==> config.mk <==
export PLATFORM = sky130hd
export DESIGN_NAME = tdm_demux_2bit_1x4
export DESIGN_NICKNAME = d
export VERILOG_FILES = /design/src/rtl/tdm_demux_2bit_1x4.sv
export SDC_FILE = /design/constraint.sdc
export NUM_CORES = 1
export LEC_CHECK = 0
export ABC_AREA = 1
export BUFFER_PORTS_ARGS = -buffer_cell sky130_fd_sc_hd__buf_4
export CAP_MARGIN = 25
export CELL_PAD_IN_SITES_DETAIL_PLACEMENT = 1
export CELL_PAD_IN_SITES_GLOBAL_PLACEMENT = 1
export CORE_UTILIZATION = 33
export CTS_CLUSTER_DIAMETER = 100
export DETAILED_ROUTE_END_ITERATION = 10
export PLACE_DENSITY_LB_ADDON = 0.25
export SYNTH_ARGS = -nofsm -noshare
export SYNTH_HDL_FRONTEND = slang
export SYNTH_SLANG_ARGS = --single-unit
==> constraint.sdc <==
create_clock -name Clk -period 1.35 [get_ports Clk]
set_clock_uncertainty 0.2 [all_clocks]
set_input_delay 0.0675 -clock Clk [delete_from_list [all_inputs] [get_ports Clk]]
set_output_delay 0.0675 -clock Clk [all_outputs]
set_load 0.01 [all_outputs]
==> src/rtl/tdm_demux_2bit_1x4.sv <==
// tdm_demux_2bit_1x4: receive end of a 2-bit 4-slot TDM link, publishing frames atomically to A-D
module tdm_demux_2bit_1x4 #(
  parameter bit SYNC_EVERY_FRAME = 1'b0
) (
  input  logic Clk,
  input  logic Rst,
  input  logic In1,
  input  logic In0,
  input  logic Valid,
  input  logic Sync,
  output logic A1,
  output logic A0,
  output logic B1,
  output logic B0,
  output logic C1,
  output logic C0,
  output logic D1,
  output logic D0,
  output logic S1,
  output logic S0,
  output logic FrameDone,
  output logic SyncErr
);
  typedef enum logic {IDLE, RUN} state_t;
  state_t state, state_nx;
  logic [1:0] smp, cnt, cnt_nx, sh_a, sh_b, sh_c, a, b, c, d;
  logic run, vs, vn, drop0, wr_a, wr_b, wr_c, pub, err;
  assign smp = {In1, In0};
  always_ff @(posedge Clk)
    if (Rst) state <= IDLE;
    else state <= state_nx;
  always_comb begin
    state_nx = state;
    if (Valid && state == IDLE) state_nx = Sync ? RUN : IDLE;
    else if (drop0) state_nx = IDLE;
  end
  always_comb begin
    run    = state == RUN;
    vs     = Valid & Sync;
    vn     = Valid & ~Sync & run;
    drop0  = vn && cnt == 2'd0 && SYNC_EVERY_FRAME;
    wr_a   = vs | (vn && cnt == 2'd0 && !SYNC_EVERY_FRAME);
    wr_b   = vn && cnt == 2'd1;
    wr_c   = vn && cnt == 2'd2;
    pub    = vn && cnt == 2'd3;
    err    = (vs && run && cnt != 2'd0) | drop0;
    cnt_nx = wr_a ? 2'd1 : (wr_b | wr_c) ? cnt + 2'd1 : pub ? 2'd0 : cnt;
  end
  // a resync simply restarts the shadow fill; stale B/C shadows are overwritten before any publish
  always_ff @(posedge Clk)
    if (Rst) begin
      cnt       <= 2'd0;
      sh_a      <= 2'd0;
      sh_b      <= 2'd0;
      sh_c      <= 2'd0;
      a         <= 2'd0;
      b         <= 2'd0;
      c         <= 2'd0;
      d         <= 2'd0;
      FrameDone <= 1'b0;
      SyncErr   <= 1'b0;
    end else begin
      cnt       <= cnt_nx;
      FrameDone <= pub;
      SyncErr   <= err;
      if (wr_a) sh_a <= smp;
      if (wr_b) sh_b <= smp;
      if (wr_c) sh_c <= smp;
      if (pub) begin
        a <= sh_a;
        b <= sh_b;
        c <= sh_c;
        d <= smp;
      end
    end
  assign {A1, A0} = a;
  assign {B1, B0} = b;
  assign {C1, C0} = c;
  assign {D1, D0} = d;
  assign {S1, S0} = cnt;
endmodule

After elaboration in Yosys (flattened, before gate mapping)
Index checks and enable logic that the tools add are counted.
{"block": "classes", "add_sub_neg": 1, "eq_ne": 3, "muxes": 4, "bitwise_logic": 7, "n_reduce_logical": 12}
{"cell": "$logic_and A1 B1 Y1", "count": 7}
{"cell": "$eq A2 B2 Y1 const B", "count": 2}
{"cell": "$mux W2", "count": 2}
{"cell": "$reduce_bool A2 Y1", "count": 2}
{"cell": "$and A1 B1 Y1", "count": 3}
{"cell": "$reduce_bool A3 Y1", "count": 1}
{"cell": "$add A2 B1 Y2 const B", "count": 1}
{"cell": "$eq A2 B1 Y1 const B", "count": 1}
{"cell": "$logic_not A2 Y1", "count": 1}
{"cell": "$mux W1", "count": 2}
{"cell": "$not A1 Y1", "count": 2}
{"cell": "$or A1 B1 Y1", "count": 2}
{"cell": "$reduce_or A2 Y1", "count": 1}
{"block": "totals", "reg_bits": 19, "in_bits": 6, "output_inout_bits": 12, "elab_cells": 39}

Longest topological paths before layout
Gate-level depths: netlist of run 1.
{"block": "depth", "ltp_word": 7, "ltp_mapped": 8, "mapped_depth_nobuf": 8}

Worst setup path after synthesis of run 1
OpenSTA, ideal clock, no wires.
{"block": "synth_path", "path_type": "register -> register", "start": "reg cnt[0]", "end": "reg cnt[1]", "setup_time_ns": 0.115, "arrival_ns": 1.122, "required_ns": 1.035, "slack_ns": -0.087, "stages_incl_launch_ff": 7, "n_path_buf": 0, "period_less_slack_ns": 1.437, "path_cell_list": "dfxtp_1 > inv_1 > ha_1 > o21ai_1 > clkinv_1 > nand2_1 > a21oi_2"}
{"block": "synth_between", "elab_chain_len": 4, "elab_cells_between_ends": 14, "cone_classes": "1 x add/sub; 3 x eq/ne; 1 x mux; 2 x bitwise; 7 x reduce/logical"}
{"item": "from (decl)", "line": "26", "rtl": "logic [1:0] smp, cnt, cnt_nx, sh_a, sh_b, sh_c, a, b, c, d;"}
{"item": "from (signal assigned)", "line": "63", "rtl": "cnt <= cnt_nx;"}
{"item": "$eq A2 B1 Y1, or another cell as far along", "line": "43", "rtl": "wr_b = vn && cnt == 2'd1;"}
{"item": "$logic_and A1 B1 Y1, on equally long branches", "line": "43, 42, 44"}
{"item": "$or A1 B1 Y1, on equally long branches", "line": "47, 42"}
{"item": "$mux W2, or another cell as far along", "line": "47", "rtl": "cnt_nx = wr_a ? 2'd1 : (wr_b | wr_c) ? cnt + 2'd1 : pub ? 2'd0 : cnt;"}
Several ways; a longest one is shown, not always the timed one.
A chain may end at the register's enable or synchronous reset.

Final worst setup path of run 1
{"block": "layout_path", "start": "reg cnt[1]", "end": "reg cnt[0]"}
{"block": "layout_between", "elab_chain_len": 5, "elab_cells_between_ends": 13, "cone_classes": "3 x eq/ne; 2 x mux; 2 x bitwise; 6 x reduce/logical"}
{"item": "$eq A2 B1 Y1 / $eq A2 B2 Y1 (equally long branches)", "line": "43, 44"}
{"item": "$logic_and A1 B1 Y1, on equally long branches", "line": "43, 44"}
{"item": "$or A1 B1 Y1", "line": "47"}
{"item": "$mux W2", "line": "47"}
{"item": "$mux W1", "line": "47"}
Several ways; a longest one is shown, not always the timed one.

==> reports/metrics.cfg, run 1 <==
[outcome]
status = finished, violations left
violations = negative hold slack, negative setup slack

[final_layout]
layout.nets = 140
antennaDiodeCount = 0
drive_above_1_share_pct = 48.1
multi_input_area_um2 = 465
layout.cells.non_filler = 157
area_growth_pct = 52.5
seq_area_um2 = 392
postLayoutCellArea_um2 = 1230
fill_cells = 280

[timing]
relSlewSlack_pct = 83.0
rsz0062_at_grt = yes
fin_ws_ns = -0.0260
slew_violations = 0
timing.setup.tns_ns = -0.0321
hold_viol = 18
post-route-min-period_ns = 1.38
worstMarginPinSlew_ns = 0.254
period_share_pct = 102
holdWs_ns = -0.149
finalSetupViolations = 2
maxClockFrequency_ghz = 0.727

[min_path]
min_path_type = primary input to flop
holdCritStartpoint = Rst
hold_end = b[1]$_SDFFE_PP0P_
holdPathStages = 2

[placement]
gp_congestion = 0.909
dpl_cell_area_um2 = 1020
port_buffers = 17
dp.cells = 146
dp_hpwl_mm = 1.47

[power_and_ir_drop]
combPwrFrac_pct = 13.5
power.internal_w = 0.000744
clockPowerShare_pct = 29.9
power_per_cell_area_nw_per_um2 = 831
power.switching_w = 0.000277
power_leakage_nw = 0.508
p_seq_share_pct = 56.6
power.total_w = 0.00102
p_sw_share_pct = 27.2
ir_drop_mv = 0.492

[logic_synthesis]
synth_warnings = 0
yosysTopAreaCell = dfxtp_1
syn_area_um2 = 806
synthDistinctLibCells = 17
netlist_top_cells_area = dfxtp_1, nand2_1, nand3_1
yosysTopAreaCellShare_pct = 47.2
ys_ff_latch = 19
syn-num-nets = 107
avgSynthCellArea_um2 = 8.31
yosysSeqAreaShare_pct = 47.2
syn-instance-count = 97

[clocking]
clock_latency_ns = 0.31
htreeDepth = 1
path_clk_slew_ns = 0.12
cts_hold_buf = 4
cts_tree = yes
cts.sinks = 19
root_buffer = clkbuf_4
cts_buffers = 3
clk_path_buf_depth = 2

[route]
postRouteAntennaNets = 0
wl_mm = 2.29
drt-initial-drc-count = 13
dr.pass1.iters = 4
vias_per_cell = 4.98
num_vias = 782
wire_per_inst_um = 14.6
drc = 0

[worst_setup_path]
required_ns = 1.35
crit_top_cell = nor2_1
cp_cell_sequence = inv_4, ha_4, o211ai_1, nand2_1, nor2_1, nor2_1
r2r_slack_ns = -0.03
worstSetupEndpointType = flop
crit_slowest_cell = dfxtp_4
r2r_start = cnt[1]$_SDFFE_PP0P_
critPathBufInv = 1
critPathTopFamily = flip-flops
worstReg2RegEnd = cnt[0]$_SDFFE_PP0P_
critPathMaxStageDelay_ns = 0.41
cp_data_arrival_time_ns = 1.38
r2r_cells = 6
crit_path_max_fanout = 4
worstSetupPathType = flop to flop
cp-startpoint = cnt[1]$_SDFFE_PP0P_
start_kind = flop

[grt]
antenna_found_initial = 0
grt_max_degree = 20
grt_use_total_pct = 18.6
grt_pass1_wl_mm = 3.51
met1_usage_pct = 22.0
grt_overflow = 0
busiest_layer = met2
grt.met3_usage_pct = 4.17
met2_usage_pct = 30.5
grt_pass1_vias = 770

[job]
drv_cap = 0

[floorplan]
die-area_um2 = 2640
coreArea_um2 = 2250
die_y_um = 51.4
die_x_um = 51.4
pin_count = 18
rows = 17
initial_utilization_pct = 35.7

## cell usage in the layout, fill, tap and decap left out, types with 4 or more instances in the layout
| cell type | instances |
|---|---|
| a21oi_2 | 7 |
| nor2_1 | 4 |
| nand2_2 | 7 |
| a21oi_1 | 9 |
| nand3_1 | 13 |
| buf_4 | 23 |
| dfxtp_1 | 16 |
| buf_6 | 4 |
| nand2_1 | 15 |
## flip-flops by register name, summed over array words and instances (netlist names)
signal     cells
cnt            2
a              2
SyncErr        1
sh_b           2
sh_c           2
sh_a           2
d              2
FrameDone      1
c              2
b              2
run            1
## power groups by stage
stage          logic (W)  clock network, W  registers [W]
2_1_floorplan  0.0000468                 0       0.000588
3_3_place_gp   0.0000890                 0       0.000588
3_5_place_dp   0.0000905                 0       0.000589
4_1_cts         0.000112          0.000304       0.000577
5_1_grt         0.000149          0.000319       0.000580
6_report        0.000138          0.000305       0.000578
## cells by family (layout without fill, tap and decap cells)
logic type,count (synthesis),in the layout,share of synthesized area [%]
compound gates,18,18,13.8
fa+ha+maj,4,4,6.21
buf+inv,10,42,6.99
flops,19,19,47.2
simple gates,46,46,25.8
## how the worst max path moves through the flow
stage          depth (start not counted)                  end
3_5_place_dp                           8  cnt[0]$_SDFFE_PP0P_
4_1_cts                                7  cnt[0]$_SDFFE_PP0P_
5_1_grt                                7  cnt[0]$_SDFFE_PP0P_
3_3_place_gp                           8  cnt[0]$_SDFFE_PP0P_
6_report                               6  cnt[0]$_SDFFE_PP0P_
2_1_floorplan                          8  cnt[0]$_SDFFE_PP0P_
## worst reg2reg max path: cells and delay by family, from the launching register on
kind	cells	cell delay [ns]
AO/OA/AOI/OAI	1	0.19
adder cells (fa/ha/maj)	1	0.17
buffers and inverters	1	0.06
flip-flops	1	0.41
AND/OR/NAND/NOR	3	0.23
## final cells by class
class	instances	share of cell area (%)
Multi-Input combinational cell	68	37.9
Sequential cell	19	31.9
Timing Repair Buffer	33	23.2
Tap cell	28	2.85
Inverter	5	1.93
Clock buffer	3	1.83
Clock inverter	1	0.407
## metrics by stage
stage	setup slack (ns)	utilization, %
after floorplan	0.0118	-
after global placement	0.00310	45.2
after detailed placement	-0.0538	45.2
after CTS	-0.0179	50.1
after global routing	-0.0994	54.5
final	-0.0260	54.5
## routing by layer
layer  vias up  share of wire (%)  wire length (µm)
li1        383                  -                 -
met1       377                 44               995
met2        15                 51              1160
met3         7                3.1                71
met4         0                2.6                59
met5         -                  0                 0
## Yosys cell counts
cell type / number
buf_2: 3
nor2_1: 4
or2_1: 1
nor2_4: 1
a21oi_1: 11
a21oi_2: 5
nor4_1: 1
nand2_2: 2
o21ai_1: 1
buf_6: 2
clkinv_1: 1
dfxtp_1: 19
o211ai_1: 1
ha_1: 4
nand2_1: 23
inv_1: 4
nand3_1: 14
## repair_timing
action                                  CTS  global route
cloned                                    0             1
pin swaps                                 4            15
endpoints found under the hold margin    19            18
endpoints found under the setup margin    6            15
setup buffers                             1             2
gates resized for setup                  12            21
(Power assumes the default switching activity.)
==> run 2, diff against run 1 <==
BUFFER_PORTS_ARGS = -buffer_cell sky130_fd_sc_hd__buf_2   (was -buffer_cell sky130_fd_sc_hd__buf_4)
CORE_UTILIZATION = 37   (was 33)
clock period = 1.42 ns   (was 1.35 ns; I/O delays follow)
==> run 2 against run 1 <==
The flow finishes with violations (negative setup slack). Cell area shrank 5.4%. Sequential cell count is the same. First-iteration DRC count shrank 7.7%. Power shrank 8.4%. Sequential share of layout area grew 1.4 points. Via count shrank 2.9%. Clock power shrank 12%. Non-clock buffer count grew 2. Hold slack gained 0.42 ns. Critical path depth grew 2. Register-to-register slack is essentially flat. Critical path type unchanged. Critical endpoint unchanged. Highest routed layer is now met3.
==> reports/metrics.cfg, run 2 (synthesized netlist as in run 1, its figures left out) <==
[power_and_ir_drop]
power_per_cell_area_nw_per_um2 = 805
power_leakage_nw = 0.480
ir_drop_mv = 0.548
power.total_w = 0.000936

[outcome]
status = finished, violations left
violations = negative setup slack

[route]
vias_per_cell = 4.80
drt-initial-drc-count = 12
wire_per_inst_um = 13.9
num_vias = 759
postRouteAntennaNets = 0
wl_mm = 2.19
drc = 0
dr.pass1.iters = 4

[clocking]
cts.sinks = 19
root_buffer = clkbuf_4
path_clk_slew_ns = 0.11
cts_buffers = 3
clk_path_buf_depth = 2
cts_tree = yes
clock_latency_ns = 0.30
htreeDepth = 1

[worst_setup_path]
crit_path_max_fanout = 4
r2r_start = cnt[1]$_SDFFE_PP0P_
cp_data_arrival_time_ns = 1.44
cp_cell_sequence = inv_2, ha_4, nand3_1, nand2_2, inv_2, nand2_1, nor2_1, nor2_1
required_ns = 1.40
crit_slowest_cell = dfxtp_4
worstSetupPathType = flop to flop
cp-startpoint = cnt[1]$_SDFFE_PP0P_
start_kind = flop
worstSetupEndpointType = flop
critPathMaxStageDelay_ns = 0.39

[final_layout]
drive_above_1_share_pct = 43.5
layout_commonest_cell = nand2_1
multi_input_area_um2 = 440
fill_cells = 255
area_growth_pct = 44.3
layout.cells.non_filler = 158
final_cell_mix = nand2_1, dfxtp_1, buf_2
seq_area_um2 = 387
layout.nets = 142
antennaDiodeCount = 0

[timing]
slew_violations = 0
fin_ws_ns = -0.0405
holdWs_ns = 0.267
hold_viol = 0
relSlewSlack_pct = 73.0
maxClockFrequency_ghz = 0.685
finalSetupViolations = 1
rsz0062_at_grt = yes
worstMarginPinSlew_ns = 0.404
post-route-min-period_ns = 1.46
period_share_pct = 103

[grt]
antenna_found_initial = 0
grt_pass1_vias = 806
grt_pass1_wl_mm = 3.53
grt_use_total_pct = 19.3
grt_overflow = 0
grt_max_degree = 20

[floorplan]
die-area_um2 = 2370
coreArea_um2 = 2000
initial_utilization_pct = 40.3
die_x_um = 48.7
rows = 16
die_y_um = 48.7
pin_count = 18

[placement]
dp_hpwl_mm = 1.38
dp.cells = 145
port_buffers = 17
place_worst_setup_slack_ns = -0.0532
gp_congestion = 0.790

[min_path]
min_path_type = flop to flop
holdCritStartpoint = d[0]$_SDFFE_PP0P_

[job]
drv_cap = 0

## run 2: layout make-up
class | count | area share (%)
Inverter | 5 | 1.61
Tap cell | 27 | 2.91
Multi-Input combinational cell | 68 | 37.9
Timing Repair Buffer | 35 | 22.0
Sequential cell | 19 | 33.3
Clock buffer | 3 | 1.94
Clock inverter | 1 | 0.431
## run 2: per-layer routing
metal / part of all wire [%] / track usage, % / up-vias / routed length [µm]
li1: - / - / 389 / -
met1: 42 / 21.4 / 361 / 926
met2: 56 / 36.6 / 9 / 1220
met3: 2.1 / 4.72 / 0 / 46
met4: 0 / 4.41 / 0 / 0
met5: 0 / 0 / - / 0
## run 2: metrics by stage
stage	TNS, ns	instance area [µm²]	util (%)
6_report	-0.0405	1160	58.1
5_1_grt	-0.201	1160	58.1
4_1_cts	0	1100	55.2
3_5_place_dp	-0.0532	972	48.6
3_3_place_gp	0	972	48.6
2_1_floorplan	0	811	-
## run 2: critical path: cells and delay by family, from the launching register on
family                     cells  cell delay (ns)
adders and majority gates      1             0.16
buffers and inverters          2             0.14
DFF                            1             0.39
and+or+nand+nor                5             0.45
## run 2: power breakdown
| group | leakage, nW | switching [W] | internal, W |
|---|---|---|---|
| clock | 0.0177 | 0.000164 | 0.000105 |
| sequential | 0.155 | 0.00000668 | 0.000541 |
| combinational | 0.307 | 0.0000656 | 0.0000537 |
## run 2: what timing repair did
action,in CTS,in global routing
buffers inserted,4,1
resized for setup,9,12
pin swaps,4,6
setup endpoints to repair,1,6
hold endpoints to repair,18,0
hold buffers,5,0
cloned,0,0
## run 2: worst paths after layout
kind	end	slack, ns	depth (start not counted)
worst min register to register	d[0]$_SDFFE_PP0P_	0.27	2
worst min-delay path	d[0]$_SDFFE_PP0P_	0.27	2
worst max-delay path	cnt[0]$_SDFFE_PP0P_	-0.04	8
worst max register to register	cnt[0]$_SDFFE_PP0P_	-0.04	8
